[src/rtl/loop_nest_sequencer_pkg.sv]
// loop_nest_pkg: shared types and constants for the loop nest sequencer.
//   state_t : sequencer states (IDLE, CHK, INNER, DONE)
//   Y_W     : width of the inner-step result bus
//   Y_MAX   : saturation value of the result bus
//   GATE_W  : width at which the outer gate sum is evaluated
package loop_nest_pkg;

  typedef enum logic [1:0] {
    ST_IDLE  = 2'd0,
    ST_CHK   = 2'd1,
    ST_INNER = 2'd2,
    ST_DONE  = 2'd3
  } state_t;

  localparam int             Y_W    = 10;
  localparam logic [Y_W-1:0] Y_MAX  = 10'd1023;
  localparam int             GATE_W = 8;

endpackage

[src/rtl/loop_nest_sequencer_wrap_counter.sv]
// wrap_counter: index counter that counts 0..LIMIT-1 and wraps to 0.
//   clk      : rising-edge clock
//   rst      : synchronous active-high reset (count -> 0)
//   clr      : synchronous clear (count -> 0), wins over en
//   en       : advance by one, wrapping after LIMIT-1
//   count    : current value (registered)
//   at_limit : count == LIMIT-1
module wrap_counter #(
  parameter int W     = 4,
  parameter int LIMIT = 4
) (
  input  logic         clk,
  input  logic         rst,
  input  logic         clr,
  input  logic         en,
  output logic [W-1:0] count,
  output logic         at_limit
);

  localparam logic [W-1:0] LAST = W'(LIMIT - 1);

  logic [W-1:0] count_reg;

  always_ff @(posedge clk) begin
    if (rst || clr) begin
      count_reg <= '0;
    end else if (en) begin
      count_reg <= (count_reg == LAST) ? '0 : count_reg + 1'b1;
    end
  end

  assign count    = count_reg;
  assign at_limit = (count_reg == LAST);

endmodule

[src/rtl/loop_nest_sequencer.sv]
// loop_nest_sequencer: clocked two-level loop nest controller with a
// data-dependent gate evaluated once per outer iteration.
//   clk        : rising-edge clock
//   rst        : synchronous active-high reset, aborts any run
//   start      : run request, honoured only in IDLE
//   wire1      : signed gate operand, latched when a start is accepted
//   busy       : run in progress (CHK / INNER)
//   done       : one-cycle pulse at end of run
//   step_valid : high for each inner-loop step
//   outer_idx  : current outer index
//   inner_idx  : current inner index
//   y          : inner steps executed in current/last run, saturating
//   skip_cnt   : (only with LOOP_NEST_STATS_EN) outer iterations whose
//                gate evaluated to 0 in the current run
// Optional feature macro: LOOP_NEST_STATS_EN
module loop_nest_sequencer
  import loop_nest_pkg::*;
#(
  parameter int OUTER_W = 4,
  parameter int INNER_W = 3,
  parameter int OUTER_N = 4,
  parameter int INNER_N = 3
) (
  input  logic               clk,
  input  logic               rst,
  input  logic               start,
  input  logic signed [5:0]  wire1,
  output logic               busy,
  output logic               done,
  output logic               step_valid,
  output logic [OUTER_W-1:0] outer_idx,
  output logic [INNER_W-1:0] inner_idx,
  output logic [Y_W-1:0]     y
`ifdef LOOP_NEST_STATS_EN
  ,
  output logic [OUTER_W:0]   skip_cnt
`endif
);

  state_t              state_reg, state_next;
  logic signed [5:0]   op_reg;
  logic [Y_W-1:0]      y_reg;
  logic                busy_reg, done_reg, step_reg;
  logic [GATE_W-1:0]   gate_sum;
  logic                gate;
  logic                accept, outer_en, inner_en;
  logic                outer_last, inner_last;

  wrap_counter #(.W(OUTER_W), .LIMIT(OUTER_N)) u_outer (
    .clk      (clk),
    .rst      (rst),
    .clr      (accept),
    .en       (outer_en),
    .count    (outer_idx),
    .at_limit (outer_last)
  );

  wrap_counter #(.W(INNER_W), .LIMIT(INNER_N)) u_inner (
    .clk      (clk),
    .rst      (rst),
    .clr      (accept),
    .en       (inner_en),
    .count    (inner_idx),
    .at_limit (inner_last)
  );

  // Gate: index zero-extended plus operand sign-extended, wrapping at
  // GATE_W bits; odd parity selects the all-ones test on the index.
  always_comb begin
    gate_sum = GATE_W'(outer_idx) + GATE_W'(op_reg);
    gate     = (^gate_sum) ? (&outer_idx) : (op_reg != 6'sd0);
  end

  always_comb begin
    state_next = state_reg;
    accept     = 1'b0;
    outer_en   = 1'b0;
    inner_en   = 1'b0;
    case (state_reg)
      ST_IDLE: begin
        if (start) begin
          accept     = 1'b1;
          state_next = ST_CHK;
        end
      end
      ST_CHK: begin
        if (gate) begin
          state_next = ST_INNER;
        end else if (outer_last) begin
          state_next = ST_DONE;
        end else begin
          outer_en = 1'b1;
        end
      end
      ST_INNER: begin
        if (!inner_last) begin
          inner_en = 1'b1;
        end else if (!outer_last) begin
          // Inner counter wraps to 0 as the outer index advances.
          inner_en   = 1'b1;
          outer_en   = 1'b1;
          state_next = ST_CHK;
        end else begin
          // Final step: indices hold their last values for inspection.
          state_next = ST_DONE;
        end
      end
      ST_DONE: state_next = ST_IDLE;
      default: state_next = ST_IDLE;
    endcase
  end

  // Status outputs are registered from the next state so they line up
  // with the state they describe without any input-to-output path.
  always_ff @(posedge clk) begin
    if (rst) begin
      state_reg <= ST_IDLE;
      op_reg    <= '0;
      y_reg     <= '0;
      busy_reg  <= 1'b0;
      done_reg  <= 1'b0;
      step_reg  <= 1'b0;
    end else begin
      state_reg <= state_next;
      busy_reg  <= (state_next == ST_CHK) || (state_next == ST_INNER);
      done_reg  <= (state_next == ST_DONE);
      step_reg  <= (state_next == ST_INNER);
      if (accept) begin
        op_reg <= wire1;
        y_reg  <= '0;
      end else if ((state_reg == ST_INNER) && (y_reg != Y_MAX)) begin
        y_reg <= y_reg + 1'b1;
      end
    end
  end

  assign busy       = busy_reg;
  assign done       = done_reg;
  assign step_valid = step_reg;
  assign y          = y_reg;

`ifdef LOOP_NEST_STATS_EN
  logic [OUTER_W:0] skip_reg;

  always_ff @(posedge clk) begin
    if (rst || accept) begin
      skip_reg <= '0;
    end else if ((state_reg == ST_CHK) && !gate) begin
      skip_reg <= skip_reg + 1'b1;
    end
  end

  assign skip_cnt = skip_reg;
`endif

endmodule
[config.mk]
export PLATFORM = sky130hd
export DESIGN_NAME = loop_nest_sequencer
export DESIGN_NICKNAME = d
export VERILOG_FILES = /design/src/rtl/loop_nest_sequencer_pkg.sv /design/src/rtl/loop_nest_sequencer_wrap_counter.sv /design/src/rtl/loop_nest_sequencer.sv
export SDC_FILE = /design/constraint.sdc
export NUM_CORES = 1
export LEC_CHECK = 0
export CAP_MARGIN = 20
export CORE_MARGIN = 10
export CORE_UTILIZATION = 47
export CTS_CLUSTER_SIZE = 20
export DETAILED_ROUTE_END_ITERATION = 6
export HOLD_SLACK_MARGIN = 0.15
export PLACE_DENSITY_LB_ADDON = 0.1
export SKIP_LAST_GASP = 1
export SLEW_MARGIN = 20
export SYNTH_ARGS = -nofsm -noshare
export SYNTH_HDL_FRONTEND = slang
export SYNTH_SLANG_ARGS = --single-unit
[constraint.sdc]
create_clock -name clk -period 3.22 [get_ports clk]
set_input_delay 0.483 -clock clk [delete_from_list [all_inputs] [get_ports clk]]
set_output_delay 0.483 -clock clk [all_outputs]
set_load 0.02 [all_outputs]
Word-level counts from Yosys, hierarchy flattened
Index checks and enable logic that the tools add are counted.
- flip-flop bits (word level): 28
- input bits: 9
- output and inout port bits: 20
- logic and storage cells: 46
- add/subtract/negate cells: 4
- equal/unequal tests: 9
- muxes and demuxes: 17
- reductions and logical operators: 8
- operator list (kind ; count):
    $add A10 B1 Y10 const B ; 1
    $mux W2 ; 5
    $ne A10 B10 Y1 const B ; 1
    $eq A2 B2 Y1 const B ; 4
    $mux W1 ; 8
    $pmux W2 S4 ; 1
    $reduce_xor A8 Y1 ; 1
    $add A5 B6 Y7 ; 1
    $reduce_bool A6 Y1 ; 1
    $add A4 B1 Y4 const B ; 1
    $eq A2 B1 Y1 const B ; 2
    $eq A4 B2 Y1 const B ; 1
    $mux W4 ; 1
    $reduce_and A4 Y1 ; 1
    $add A3 B1 Y3 const B ; 1
    $eq A3 B2 Y1 const B ; 1
    $mux W3 ; 1
    $logic_not A2 Y1 ; 1
    $logic_or A1 B1 Y1 ; 2
    $pmux W1 S2 ; 1
    $reduce_or A2 Y1 ; 1
    $logic_and A1 B1 Y1 ; 1

Longest topological paths before layout
Gate-level depths: netlist of the first run.
- word-level depth: 7
- depth in mapped cells: 12
- depth with buffers taken out: 12

Modules after synthesis
A second synthesis of the first run with hierarchy kept.
- cells, all modules: 198
- area total of the unflattened synthesis: 1650.3 sq um
- by module, submodules not included (module ; times used ; cells each ; area an instance (sq um) ; seq. area each (sq um)):
    loop_nest_sequencer ; 1 ; 164 ; 1326.3 ; 420.4
    wrap_counter (u_outer) ; 1 ; 18 ; 192.7 ; 80.1
    wrap_counter (u_inner) ; 1 ; 16 ; 131.4 ; 60.1

Worst setup path before layout of the first run
OpenSTA, ideal clock, no wires.
- kind: flip-flop to flip-flop
- from: reg u_outer.count_reg[0] (netlist: u_outer.count[0])
- to: reg busy_reg (netlist: busy)
- setup time: 126 ps
- arrival time: 3206 ps
- required time: 3094 ps
- setup slack: -113 ps
- cell stages (with the launch flop): 13
- buffers on the path: 0
- clock period less this slack: 3333 ps
- cells stage by stage: dfxtp_1 > ha_1 > inv_1 > fa_1 > xnor3_4 > xnor3_2 > xnor2_1 > xnor2_1 > mux2i_1 > o311ai_0 > nand2_1 > ha_1 > nor2_1
- longest elaborated chain between the ends: 7
- elaborated cells between the ends (all ways): 13
- those cells by class: add/sub (1); eq/ne (3); mux (6); reduce/logical (3)
- RTL lines (what ; line ; RTL):
    from (decl) ; loop_nest_sequencer_wrap_counter.sv:22 ; logic [W-1:0] count_reg;
    from (signal assigned) ; loop_nest_sequencer_wrap_counter.sv:28 ; count_reg <= (count_reg == LAST) ? '0 : count_reg + 1'b1;
    $add A5 B6 Y7 ; loop_nest_sequencer.sv:70 ; gate_sum = GATE_W'(outer_idx) + GATE_W'(op_reg);
    $reduce_xor A8 Y1 ; loop_nest_sequencer.sv:71 ; gate = (^gate_sum) ? (&outer_idx) : (op_reg != 6'sd0);
    $mux W1 ; loop_nest_sequencer.sv:71 ;
    $mux W2 ; loop_nest_sequencer.sv:87 ; if (gate) begin
    $pmux W2 S4 * ; loop_nest_sequencer.sv:79 ; case (state_reg)
    net state_next[1] ; loop_nest_sequencer.sv:40 ; state_t state_reg, state_next;
    $eq A2 B1 Y1 / $eq A2 B2 Y1 (equally long branches) ; loop_nest_sequencer.sv:125 ; busy_reg <= (state_next == ST_CHK) || (state_next == ST_INNER);
    $logic_or A1 B1 Y1 * ; loop_nest_sequencer.sv:125 ;
    to (signal assigned) ; loop_nest_sequencer.sv:125 ;
    to (decl) ; loop_nest_sequencer.sv:43 ; logic busy_reg, done_reg, step_reg;
The timed path passes the listed nets; every way through them passes the cells marked *.
A chain may end at the register's enable or synchronous reset.

Final worst setup path of the first run
Ends and elaborated chain as after synthesis.

==> reports/results.tsv, run 1 <==
stage	metric	value	unit
yosys	synth_area	1680	um^2
finish	fillerInstances	295	
worst_setup_path	startpoint_type	flip-flop	
clock_tree	clk_pin_slew_worst_paths	0.15	ns
routing	first_pass_iters	5	
yosys	ys_flop_type	dfxtp_1	
sta	tightestPinTransition	0.951	ns
finish	number_of_nets_in_the_layout	250	
routing	remaining_drc_errors	0	
yosys	mappedNetlistNets	217	
routing	total_number_of_vias	1456	
finish	largest_register_ffs	10	
global_route	grt_first_pass_wirelength	6310	um
clock_tree	clock_tree.htree_level_count	1	
finish	antenna-diode-count	0	
clock_tree	cts_root_buffer	clkbuf_4	
finish	post-route-util	0.619	
power	power.combinational.fraction	0.448	
power	share_seq_of_total_power	0.404	
power	internal_power	630	uW
routing	drtIter0Drc	86	
yosys	syn_avg_cell_area	8.64	um^2
sta	relative_slew_margins	0.361	
sta	grt_setup_unrepaired	no	
sta	maxSlewViolCount	0	
finish	post-route-cell-area	2100	um^2
finish	most_frequent_standard_cell_in_the_layout_excluding_fill_and_tap_cells	clkdlybuf4s50_1	
global_route	overall_overflow_remaining_after_global_route	0	
clock_tree	max-clock-path-buffers	2	
min_path	min_delay_path_depth	2	
sta	max_clock_freq	334	MHz
yosys	seq_area_frac_synth	0.333	
yosys	netlist_top_cells_area	dfxtp_1 33%, ha_1 8.9%, a21oi_1 5.3%	
placement	routabilityCongestion	0.833	
worst_setup_path	path_type_of_the_worst_setup_path	flip-flop to flip-flop	
sta	final-hold-violation-count	0	
finish	layout_common_cells	28 x clkdlybuf4s50_1, 25 x dfxtp_1, 18 x a21oi_1, 15 x nor2_1, 15 x nand2_1	
yosys	synthesized_instance_count	195	
sta	period_minus_slack	3.00	ns
floorplanning	coreArea	3390	um^2
yosys	synth_largest_type_area_fraction	0.333	
floorplanning	num_io_pins	29	
floorplanning	die_y	79.9	um
sta	setup_viol_count_final	0	
floorplanning	initial_standard_cell_utilization_of_the_core	0.497	
sta	clock-skew-final	0.00879	ns
power	vdd.ir_drop.worst	422	uV
power	power_leakage	0.000744	uW
clock_tree	postCtsHoldBufs	0	
power	clock_power_share	0.147	
global_route	pin_count_of_the_biggest_net_entering_global_routing	18	
finish	drive_gt1_frac	0.119	
global_route	first_global_vias	1369	
clock_tree	tritoncts_clock_tree	built	
clock_tree	numCtsBuffers	3	
global_route	grt_use_total	0.119	
placement	post_dp_cell_area	2020	um^2
sta	min_period_over_period	0.931	
worst_setup_path	worst_ep_arrival_time	3.27	ns
yosys	yosys_warnings	0	
routing	postRouteWirelength	3730	um
finish	layout-area-overhead-vs-synth	24.5	%
clock_tree	cts.sink_count	28	
placement	detailed_place_hpwl	2870	um
worst_setup_path	worst-r2r-cell-count	12	
routing	ant_nets	0	
run_status	run_status	complete, no violations	
floorplanning	die_w	79.9	um
power	net-switching-power	355	uW
yosys	synthDistinctLibCells	45	
worst_setup_path	worstPathRequired	3.50	ns
clock_tree	clk-insertion-delay-late	0.32	ns
worst_setup_path	crit_path_end_kind	flip-flop	
placement	place.port_buffers	28	
routing	post_drt_wl_per_cell	13.7	um
global_route	initial_antenna_violation_count	0	
min_path	hold_path.class	flip-flop to flip-flop	
power	sw_frac_of_total	0.360	
sta	fin_tns_setup	0	ns
yosys	yosysTopAreaCell	dfxtp_1	
floorplanning	floorplan.rows	21	
worst_setup_path	worstPathMaxFanout	2	
yosys	postSynthRegisterBits	28	
yosys	number_of_enable_flip_flop_cells_after_synthesis	0	
power	pwr_density_cell	470	nW/um^2
routing	route.detailed.vias_per_inst	5.35	
yosys	fraction_of_synthesis_flops_using_an_asynchronous_set_or_reset_pin	0	
job	max-cap-violations	0	
floorplanning	die_area	6380	um^2
## timing repair
| action | CTS | global route |
|---|---|---|
| gates resized for setup | 1 | 4 |
| pin swaps | 2 | 7 |
| buffers inserted | 3 | 0 |
| setup endpoints to repair | 1 | 4 |
## metrics by stage
step | power [uW] | worst slack (ns) | instances | hold slack [ns]
after floorplan | 707 | 0.0832 | 195 | 0.453
after global placement | 811 | 0.0755 | 266 | 0.486
after detailed placement | 820 | 0.0189 | 266 | 0.489
after CTS | 982 | 0.000260 | 272 | 0.508
after global routing | 1060 | 0.0281 | 272 | 0.533
final | 985 | 0.222 | 272 | 0.509
## power groups by stage
stage | Sequential (uW) | Clock (uW) | Combinational, uW
2_1_floorplan | 412 | 0 | 295
3_3_place_gp | 402 | 0 | 408
3_5_place_dp | 404 | 0 | 416
4_1_cts | 396 | 151 | 434
5_1_grt | 403 | 166 | 492
6_report | 398 | 145 | 442
## final timing paths
| path | to | slack (ns) | start |
|---|---|---|---|
| max | busy | 0.22 | u_outer.count[0] |
| max reg2reg | busy | 0.22 | u_outer.count[0] |
| min reg2reg | op_reg[3] | 0.51 | op_reg[3] |
| min | op_reg[3] | 0.51 | op_reg[3] |
## Yosys cell counts (2+ instances only)
cell type  instances
nor2b_1            3
a21oi_2            2
inv_1              8
xnor2_1            6
o21ai_0           12
dfxtp_1           28
or3_1              8
clkbuf_1           5
nand3b_1           2
ha_1              12
nand4_1            4
and2_2             2
a21oi_1           18
mux2i_1            2
o2111ai_1          2
nand2_1           15
nor3_1             6
nand3_1           13
xor2_1             4
o2111a_1           2
nand2b_1           3
nor2_1            15
## critical path: stages (launching register included)
cell      delay, ns
dfxtp_2        0.38
ha_4           0.14
inv_1          0.05
fa_1           0.50
xnor3_4        0.32
xnor3_2        0.28
xnor2_2        0.15
xnor2_1        0.19
mux2i_1        0.12
o311ai_2       0.31
nand2_1        0.13
ha_1           0.30
nor2_1         0.08
## final cells by class
| type | instances | area (um^2) | area share |
|---|---|---|---|
| clock buffers | 3 | 22.5 | 0.0107 |
| inverters | 8 | 30.0 | 0.0143 |
| multi-input cells | 153 | 1100 | 0.523 |
| flip-flops and latches | 28 | 564 | 0.269 |
| well taps | 46 | 57.6 | 0.0274 |
| repair buffers | 34 | 325 | 0.155 |
## kinds of logic (layout without fill, tap and decap cells)
logic type / after synthesis / in the layout / synth area share
flops: 28 / 28 / 0.333
simple gates: 81 / 81 / 0.264
mux: 2 / 2 / 0.0119
xor+xnor: 12 / 12 / 0.0817
fa+ha+maj: 13 / 13 / 0.101
buf+inv: 14 / 45 / 0.0319
compound gates: 45 / 45 / 0.177
## per-layer routing
| metal | share of wire | GRT usage |
|---|---|---|
| met5 | 0 | 0 |
| met2 | 0.48 | 0.191 |
| met4 | 0.0054 | 0.0352 |
| met1 | 0.46 | 0.152 |
| met3 | 0.058 | 0.0327 |
No activity file was read; power rests on OpenSTA's default activity.
==> inputs of run 2 (changes only) <==
Settings changed: SKIP_CTS_REPAIR_TIMING from default to 1.
==> reports/results.tsv, run 2 (synthesis results as in run 1) <==
stage	metric	value	unit	change
finish	fillerInstances	298		was 295
routing	postRouteWirelength	3770	um	was 3730 um
worst_setup_path	crit-reg2reg-launch	u_outer.count[0]		unchanged
global_route	global_route.peak_usage_layer	met2		unchanged
placement	routabilityCongestion	0.833		unchanged
placement	detailed_place_hpwl	2870	um	unchanged
sta	setup_viol_count_final	0		unchanged
worst_setup_path	worst_r2r_endpoint	busy		unchanged
worst_setup_path	crit_path_max_incr_delay	0.50	ns	about the same
worst_setup_path	path_type_of_the_worst_setup_path	flip-flop to flip-flop		unchanged
floorplanning	coreArea	3390	um^2	unchanged
clock_tree	cts.sink_count	28		unchanged
routing	drtIter0Drc	92		was 86
floorplanning	num_io_pins	29		unchanged
worst_setup_path	timing.critical_path.cells	ha_4 > inv_1 > fa_1 > xnor3_4 > xnor3_2 > xnor2_2 > xnor2_1 > mux2i_1 > o311ai_2 > nand2_1 > ha_1 > nor2_1		unchanged
worst_setup_path	startpoint_type	flip-flop		unchanged
global_route	first_global_vias	1342		was 1369
routing	ant_nets	0		unchanged
worst_setup_path	worst-r2r-cell-count	12		unchanged
placement	place.port_buffers	28		unchanged
sta	min_period_over_period	0.941		was 0.931
global_route	pin_count_of_the_biggest_net_entering_global_routing	18		unchanged
power	power_leakage	0.000736	uW	was 0.000744 uW
clock_tree	cts_root_buffer	clkbuf_4		unchanged
sta	final-hold-violation-count	0		unchanged
sta	setup_slack_after_layout	0.189	ns	was 0.222 ns
finish	antenna-diode-count	0		unchanged
placement	post_dp_cell_area	2020	um^2	unchanged
min_path	hold_path.class	flip-flop to flip-flop		unchanged
routing	first_pass_iters	4		was 5
floorplanning	die_w	79.9	um	unchanged
routing	remaining_drc_errors	0		unchanged
finish	drive_gt1_frac	0.112		was 0.119
sta	fin_hold_ws	0.509	ns	about the same
global_route	grt.met1_usage	0.152		about the same
clock_tree	tritoncts_clock_tree	built		unchanged
finish	layout-area-overhead-vs-synth	23.6	%	was 24.5%
sta	tightestPinTransition	0.959	ns	was 0.951 ns
min_path	min_delay_path_depth	2		unchanged
placement	place_inst	266		unchanged
floorplanning	floorplan.rows	21		unchanged
clock_tree	numCtsBuffers	3		unchanged
sta	period_minus_slack	3.03	ns	was 3.00 ns
routing	route.detailed.vias_per_inst	5.37		was 5.35
sta	grt_setup_unrepaired	no		unchanged
finish	post-route-util	0.614		was 0.619
global_route	global_route.usage.met2	0.187		was 0.191
clock_tree	clk_pin_slew_worst_paths	0.15	ns	about the same
routing	total_number_of_vias	1450		was 1456
floorplanning	die_y	79.9	um	unchanged
global_route	grt_use_total	0.118		was 0.119
worst_setup_path	worstPathMaxFanout	2		unchanged
global_route	grt_first_pass_wirelength	6240	um	was 6310 um
sta	clock-skew-final	0.00975	ns	was 0.00879 ns
sta	max_clock_freq	330	MHz	was 334 MHz
worst_setup_path	critPathSlowestCell	fa_1		unchanged
clock_tree	clk-insertion-delay-late	0.33	ns	was 0.32 ns
clock_tree	clock_tree.htree_level_count	1		unchanged
global_route	initial_antenna_violation_count	0		unchanged
worst_setup_path	crit_path_end_kind	flip-flop		unchanged
floorplanning	die_area	6380	um^2	unchanged
worst_setup_path	worstPathRequired	3.50	ns	about the same
routing	post_drt_wl_per_cell	14.0	um	was 13.7 um
min_path	worst_hold_startpoint	op_reg[3]		unchanged
finish	most_frequent_standard_cell_in_the_layout_excluding_fill_and_tap_cells	clkdlybuf4s50_1		unchanged
worst_setup_path	worst_ep_arrival_time	3.31	ns	was 3.27 ns
power	pwr_density_cell	473	nW/um^2	was 470 nW/um^2
sta	relative_slew_margins	0.356		was 0.361
finish	largest_register_ffs	10		unchanged
worst_setup_path	register_to_register_setup_slack	0.19	ns	was 0.22 ns
job	max-cap-violations	0		unchanged
global_route	grt_util_met3	0.0327		unchanged
finish	stdcell_count	270		was 272
clock_tree	max-clock-path-buffers	2		unchanged
min_path	worst_hold_endpoint	op_reg[3]		unchanged
global_route	overall_overflow_remaining_after_global_route	0		unchanged
finish	layout_common_cells	28 x clkdlybuf4s50_1, 25 x dfxtp_1, 18 x a21oi_1, 15 x nor2_1, 15 x nand2_1		unchanged
finish	post-route-cell-area	2080	um^2	was 2100 um^2
finish	number_of_nets_in_the_layout	248		was 250
sta	maxSlewViolCount	0		unchanged
floorplanning	initial_standard_cell_utilization_of_the_core	0.497		unchanged
placement	place_ws	0.0189	ns	unchanged
run_status	run_status	complete, no violations		unchanged
power	vdd.ir_drop.worst	424	uV	was 422 uV
-- run 2: cell count changes in the layout (fill, tap and decap cells not counted) --
cell   delta
buf_4     -2
-- run 2: routing by layer --
metal / up-vias / part of all wire
met4: 0 / 0.011
met3: 4 / 0.048
li1: 763 / -
met1: 663 / 0.47
met2: 20 / 0.47
met5: - / 0
-- run 2: worst max-delay path by stage --
stage	start	to	slack (ns)	depth (start not counted)
global placement	op_reg[0]	busy	0.08	12
CTS	op_reg[0]	busy	-0.006	12
detailed placement	op_reg[0]	busy	0.02	12
floorplan	u_outer.count[0]	busy	0.08	12
global route	u_outer.count[0]	busy	0.02	12
finish	u_outer.count[0]	busy	0.19	12
-- run 2: layout make-up --
class / count / area (um^2) / share of cell area
Multi-Input combinational cell: 153 / 1100 / 0.527
Sequential cell: 28 / 564 / 0.271
Timing Repair Buffer: 32 / 310 / 0.149
Tap cell: 46 / 57.6 / 0.0276
Inverter: 8 / 30.0 / 0.0144
Clock buffer: 3 / 22.5 / 0.0108
-- run 2: worst max-delay path: cells and delay by family, from the launching register on --
family,cells,cell delay (ns)
buffers and inverters,1,0.05
flip-flops,1,0.38
AO/OA/AOI/OAI,1,0.34
adder cells (fa/ha/maj),3,0.94
XOR/XNOR,4,0.94
multiplexers,1,0.12
AND/OR/NAND/NOR,2,0.21
-- run 2: power by group --
| part | leakage, uW | switching (uW) | internal (uW) |
|---|---|---|---|
| clock network | 0.0000138 | 102 | 43.9 |
| registers | 0.000228 | 24.8 | 374 |
| logic | 0.000494 | 230 | 209 |
-- run 2: stage by stage --
step | setup TNS, ns | power, uW
4_1_cts | -0.00642 | 964
5_1_grt | 0 | 1060
6_report | 0 | 984
2_1_floorplan | 0 | 707
3_5_place_dp | 0 | 820
3_3_place_gp | 0 | 811
==> inputs of run 3 (changes only) <==
Settings changed: CORE_UTILIZATION 47 to 50, PLACE_DENSITY from default to 0.8, PLACE_DENSITY_LB_ADDON 0.1 to default.
Clock period 3.22 ns to 3.8 ns, I/O delays scaled along.
==> reports/results.tsv, run 3 (synthesis results as in run 1) <==
stage	metric	value	unit	change
floorplanning	initial_standard_cell_utilization_of_the_core	0.513		was 0.497
power	pwr_density_cell	406	nW/um^2	was 473 nW/um^2
global_route	grt_use_total	0.129		was 0.118
worst_setup_path	startpoint_type	flip-flop		unchanged
min_path	min_delay_path_depth	2		unchanged
global_route	initial_antenna_violation_count	0		unchanged
worst_setup_path	worstPathMaxFanout	3		was 2
finish	layout-area-overhead-vs-synth	20.8	%	was 23.6%
clock_tree	tritoncts_clock_tree	built		unchanged
placement	routabilityCongestion	0.837		was 0.833
routing	postRouteWirelength	3810	um	was 3770 um
floorplanning	die_w	78.0	um	was 79.9 um
worst_setup_path	path_type_of_the_worst_setup_path	flip-flop to flip-flop		unchanged
power	power_leakage	0.000718	uW	was 0.000736 uW
sta	fin_tns_setup	0	ns	unchanged
global_route	first_global_vias	1520		was 1342
global_route	grt_first_pass_wirelength	6650	um	was 6240 um
sta	maxSlewViolCount	0		unchanged
power	vdd.ir_drop.worst	263	uV	was 424 uV
routing	drtIter0Drc	112		was 92
sta	max_clock_freq	287	MHz	was 330 MHz
min_path	hold_path.class	flip-flop to flip-flop		unchanged
worst_setup_path	worst_ep_arrival_time	3.78	ns	was 3.31 ns
clock_tree	clk-insertion-delay-late	0.35	ns	was 0.33 ns
worst_setup_path	worstPathRequired	4.09	ns	was 3.50 ns
global_route	pin_count_of_the_biggest_net_entering_global_routing	18		unchanged
clock_tree	cts_root_buffer	clkbuf_4		unchanged
routing	first_pass_iters	5		was 4
placement	place.port_buffers	28		unchanged
clock_tree	max-clock-path-buffers	2		unchanged
finish	fillerInstances	310		was 298
sta	final-hold-violation-count	0		unchanged
routing	route.detailed.vias_per_inst	5.67		was 5.37
global_route	overall_overflow_remaining_after_global_route	0		unchanged
sta	setup_viol_count_final	0		unchanged
routing	total_number_of_vias	1513		was 1450
global_route	global_route.usage.met2	0.215		was 0.187
sta	grt_setup_unrepaired	no		unchanged
routing	ant_nets	0		unchanged
routing	post_drt_wl_per_cell	14.3	um	was 14.0 um
clock_tree	clock_tree.htree_level_count	1		unchanged
sta	period_minus_slack	3.49	ns	was 3.03 ns
sta	min_period_over_period	0.918		was 0.941
floorplanning	die_area	6090	um^2	was 6380 um^2
job	max-cap-violations	0		unchanged
clock_tree	numCtsBuffers	3		unchanged
floorplanning	floorplan.rows	21		unchanged
sta	tightestPinTransition	0.790	ns	was 0.959 ns
finish	drive_gt1_frac	0.0724		was 0.112
placement	detailed_place_hpwl	2910	um	was 2870 um
global_route	grt.met1_usage	0.150		was 0.152
finish	largest_register_ffs	10		unchanged
finish	antenna-diode-count	0		unchanged
clock_tree	clk_pin_slew_worst_paths	0.15	ns	about the same
sta	clock-skew-final	0.00302	ns	was 0.00975 ns
sta	fin_hold_ws	0.500	ns	was 0.509 ns
global_route	global_route.peak_usage_layer	met2		unchanged
finish	layout_common_cells	28 x dfxtp_1, 28 x clkdlybuf4s50_1, 18 x a21oi_1, 15 x nor2_1, 15 x nand2_1		was 28 x clkdlybuf4s50_1, 25 x dfxtp_1, 18 x a21oi_1, 15 x nor2_1, 15 x nand2_1
worst_setup_path	worst-r2r-cell-count	12		unchanged
routing	remaining_drc_errors	0		unchanged
floorplanning	coreArea	3280	um^2	was 3390 um^2
floorplanning	die_y	78.0	um	was 79.9 um
sta	relative_slew_margins	0.469		was 0.356
floorplanning	num_io_pins	29		unchanged
run_status	run_status	complete, no violations		unchanged
worst_setup_path	crit_path_end_kind	flip-flop		unchanged
clock_tree	cts.sink_count	28		unchanged
finish	number_of_nets_in_the_layout	244		was 248
global_route	grt_util_met3	0.0342		was 0.0327
run 3: cell types whose count changed in the layout (fill, tap and decap cells not counted):
cell | before | now
dfxtp_2 | 3 | 0
o311ai_0 | 0 | 1
dfxtp_1 | 25 | 28
o311ai_2 | 1 | 0
clkbuf_8 | 0 | 1
ha_4 | 1 | 0
buf_4 | 4 | 0
xnor2_2 | 1 | 0
ha_1 | 11 | 12
xnor2_1 | 5 | 6
run 3: area by class of cell:
class | instances | area (um^2) | share of cell area
sequential | 28 | 561 | 0.276
multi-input combinational | 153 | 1070 | 0.526
inverter | 8 | 30.0 | 0.0148
clock buffer | 4 | 36.3 | 0.0178
tap | 46 | 57.6 | 0.0283
timing repair buffer | 28 | 280 | 0.138
run 3: power breakdown:
part,switching [uW],internal [uW]
logic,180,153
clock network,94.8,58.9
registers,22.3,316
run 3: final timing paths:
path	slack, ns	from	end
worst min register to register	0.50	op_reg[2]	op_reg[2]
worst min-delay path	0.50	op_reg[2]	op_reg[2]
worst max register to register	0.31	op_reg[0]	busy
worst max-delay path	0.31	op_reg[0]	busy
run 3: metal layers:
metal / vias up / share of wire
met5: - / 0
met4: 0 / 0.027
met3: 17 / 0.056
met2: 43 / 0.49
met1: 694 / 0.43
li1: 759 / -
run 3: stage by stage:
step	setup slack (ns)	total power [uW]	utilization	std cells	cell area, um^2
finish	0.312	825	0.619	267	2030
global route	0.0236	879	0.619	267	2030
CTS	0.305	825	0.619	267	2030
detailed placement	0.359	673	0.608	263	2000
global placement	0.447	664	0.608	263	2000
floorplan	0.467	598	-	195	1680
run 3: worst max-delay path: stages, from the launching register on:
cell,delay [ns]
dfxtp_1,0.44
ha_1,0.22
inv_1,0.06
fa_1,0.47
xnor3_4,0.46
xnor3_2,0.28
xnor2_1,0.25
xnor2_1,0.18
mux2i_1,0.10
o311ai_0,0.41
nand2_1,0.15
ha_1,0.30
nor2_1,0.10
==> RTL change, RTL diff (flow settings as in run 2) <==
Add a define of `LOOP_NEST_STATS_EN`.
--- a/src/rtl/loop_nest_sequencer.sv
+++ b/src/rtl/loop_nest_sequencer.sv
@@ -13,6 +13,8 @@
 //   skip_cnt   : (only with LOOP_NEST_STATS_EN) outer iterations whose
 //                gate evaluated to 0 in the current run
 // Optional feature macro: LOOP_NEST_STATS_EN
+`define LOOP_NEST_STATS_EN
+
 module loop_nest_sequencer
   import loop_nest_pkg::*;
 #(
Formal check against the unedited RTL (old outputs only; new: skip_cnt): equivalent (Yosys induction, for registers that start in step).
==> RTL change against run 2 <==
Sequential share of layout area grew 1.2 points; core utilization is 2.5 points higher; final area increased by 12%; area after synthesis increased by 5.7%; global-route usage is 1.5 points higher; worst setup slack improved by 0.042 ns; routed wire length rose by 13%; total power increased by 35%; sequential cell count is 5 higher; critical endpoint is now u_outer.count[1]$_SDFFE_PP0P_; largest cell class unchanged.
==> RTL change: results (changes against run 2) <==
* Result of the run: finished clean
* Clock insertion delay at the later pin of the skew report at 0.29 ns (-0.04 ns)
* Static leakage at 0.878 nW (+19%)
* Dominant delay contributor by cell family on the critical path: XOR/XNOR gates
* Worst setup path startpoint: op_reg[0]$_SDFFE_PP0P_
* Vias in the first global route at 1607 (+20%)
* Top post-synthesis cells by area: sky130_fd_sc_hd__dfxtp_1, sky130_fd_sc_hd__ha_1, sky130_fd_sc_hd__a21oi_1
* Number of port buffers at 33 (+18%)
* Hold path endpoint: skip_cnt[4]$_SDFFE_PP0P_
* Asr flop ratio synth at 0% (unchanged)
* Syn. warnings at 0 (unchanged)
* Hold WS at 0.472 ns (-0.0377 ns)
* HPWL reported at the end of detailed placement at 3.31 mm (+15%)
* Proportion of total power due to net switching at 31.4% (-4.9 points)
* Seq/Total Area, Yosys at 37.1% (+3.8 points)
* Routability congestion estimate from global placement at 0.778 (-6.5%)
* First-pass GRT wire length at 7.04 mm (+13%)
* First drt pass iteration count at 4 (unchanged)
* Initial antenna violation count at 0 (unchanged)
* Number of nets in the layout at 270 (+8.9%)
* Total number of H-tree levels at 2 (+1)
* Worst stage delay on the critical path at 0.41 ns (-0.09 ns)
* Total wire length at 4.27 mm (+13%)
* Share of final-layout standard cells stronger than drive strength 1 at 10.1% (-1.1 points)
* FF-to-FF End: u_outer.count[1]$_SDFFE_PP0P_
* Clk root buf: sky130_fd_sc_hd__clkbuf_8
* Most frequent cells after synthesis: sky130_fd_sc_hd__dfxtp_1, sky130_fd_sc_hd__nand2_1, sky130_fd_sc_hd__a21oi_1
* Critical path peak fanout at 5 (+3)
* Primary flip-flop cell chosen by synthesis mapping: sky130_fd_sc_hd__dfxtp_1
* Synth unique cells at 32 (-29%)
* Rel. slew slack at 52.7% (+17 points)
* Clock Tree Buf Depth at 2 (unchanged)
* Number of buffers added by the clock tree synthesis step at 5 (+2)
* Class of the most critical hold timing path: flip-flop to flip-flop
* Startpoint of the most critical hold path: skip_cnt[4]$_SDFFE_PP0P_
* Flip-flop count of the largest register, all copies and words added at 10 (unchanged)
* Initial core utilization at 48.6% (-1.1 points)
* R2r setup slk at 0.23 ns (+0.04 ns)
* Number of inserted filler cells in the final layout at 331 (+11%)
* Synthesized net count at 229 (+5.5%)
* Critical path arrival at 3.20 ns (-0.11 ns)
* Diode insertion count for antenna repair at 0 (unchanged)
* Setup Slack @ Placement at 0.117 ns (+0.0984 ns)
* Pin count of the biggest net entering global routing at 18 (unchanged)
* Total global routing track utilization at 13.3% (+1.5 points)
* Number of violations reported at the end of detailed-routing iteration 0 at 70 (-24%)
* Clock transition at path regs at 0.06 ns (-0.09 ns)
* Number of cells on the worst hold path at 2 (unchanged)
* Per-cell via count in the routed design at 5.30 (-1.3%)
* Clock tree skew after final layout at 0.00778 ns (-0.00197 ns)
* Worst-case vdd ir drop at 0.000407 V (-4.1%)
* Depth of the worst register-to-register path at 10 (-2)
* Slowest stage cell, crit path: sky130_fd_sc_hd__xnor3_1
-- RTL change: worst max-delay path by stage --
| stage | endpoint | slack [ns] |
|---|---|---|
| finish | u_outer.count[1]$_SDFFE_PP0P_ | 0.23 |
| global route | busy$_SDFF_PP0_ | 0.06 |
| CTS | u_outer.count[1]$_SDFFE_PP0P_ | 0.06 |
| detailed placement | u_outer.count[1]$_SDFFE_PP0P_ | 0.12 |
| global placement | u_outer.count[3]$_SDFFE_PP0P_ | 0.28 |
| floorplan | busy$_SDFF_PP0_ | 0.02 |
-- RTL change: cell type report --
cell class	instances	area, sq um	share of cell area, %
Clock buffer	7	86.3	3.69
Clock inverter	1	30.0	1.28
Inverter	8	30.0	1.28
Multi-Input combinational cell	158	1080	46.2
Sequential cell	33	663	28.3
Tap cell	48	60.1	2.57
Timing Repair Buffer	41	390	16.7
-- RTL change: routing by layer --
| layer | GRT usage (%) | vias up | part of all wire, % | wire (um) |
|---|---|---|---|---|
| met5 | 0 | - | 0 | 0 |
| met1 | 13.5 | 722 | 41 | 1760 |
| met3 | 3.71 | 9 | 5.5 | 234 |
| met2 | 25.0 | 36 | 52 | 2200 |
| li1 | - | 802 | - | - |
| met4 | 5.19 | 0 | 1.6 | 69 |
-- RTL change: cell families (layout without fill, tap and decap cells) --
family                     Yosys count  after routing  synth area share [%]
AOI/OAI and AO/OA                   42             42                  13.4
and+or+nand+nor                     80             80                  21.8
muxes                                8              8                  4.99
DFF                                 33             33                  37.1
adders and majority gates           14             14                  10.3
xor gates and xnor gates            14             14                  9.28
buffers and inverters               15             57                  3.16
-- RTL change: worst reg2reg max path, cell delays in order (launching register included) --
cell and delay (ns):
sky130_fd_sc_hd__dfxtp_2 0.35, sky130_fd_sc_hd__ha_2 0.19, sky130_fd_sc_hd__inv_1 0.06, sky130_fd_sc_hd__fa_1 0.40, sky130_fd_sc_hd__xnor2_1 0.16, sky130_fd_sc_hd__xnor3_1 0.42
sky130_fd_sc_hd__xnor2_1 0.17, sky130_fd_sc_hd__xnor2_2 0.32, sky130_fd_sc_hd__mux2_4 0.36, sky130_fd_sc_hd__a21oi_1 0.28, sky130_fd_sc_hd__mux2i_1 0.23
-- RTL change: metrics by stage --
stage | instance area (sq um) | utilization [%] | cells
finish | 2340 | 63.9 | 296
global route | 2340 | 63.9 | 296
CTS | 2330 | 63.6 | 296
detailed placement | 2210 | 60.5 | 288
global placement | 2210 | 60.5 | 288
floorplan | 1790 | - | 206
-- RTL change: power groups by stage --
| stage | registers, mW | clock network (mW) | logic, mW |
|---|---|---|---|
| floorplan | 0.487 | 0 | 0.323 |
| global placement | 0.473 | 0 | 0.437 |
| detailed placement | 0.474 | 0 | 0.450 |
| CTS | 0.466 | 0.408 | 0.453 |
| global route | 0.472 | 0.425 | 0.507 |
| finish | 0.467 | 0.403 | 0.459 |
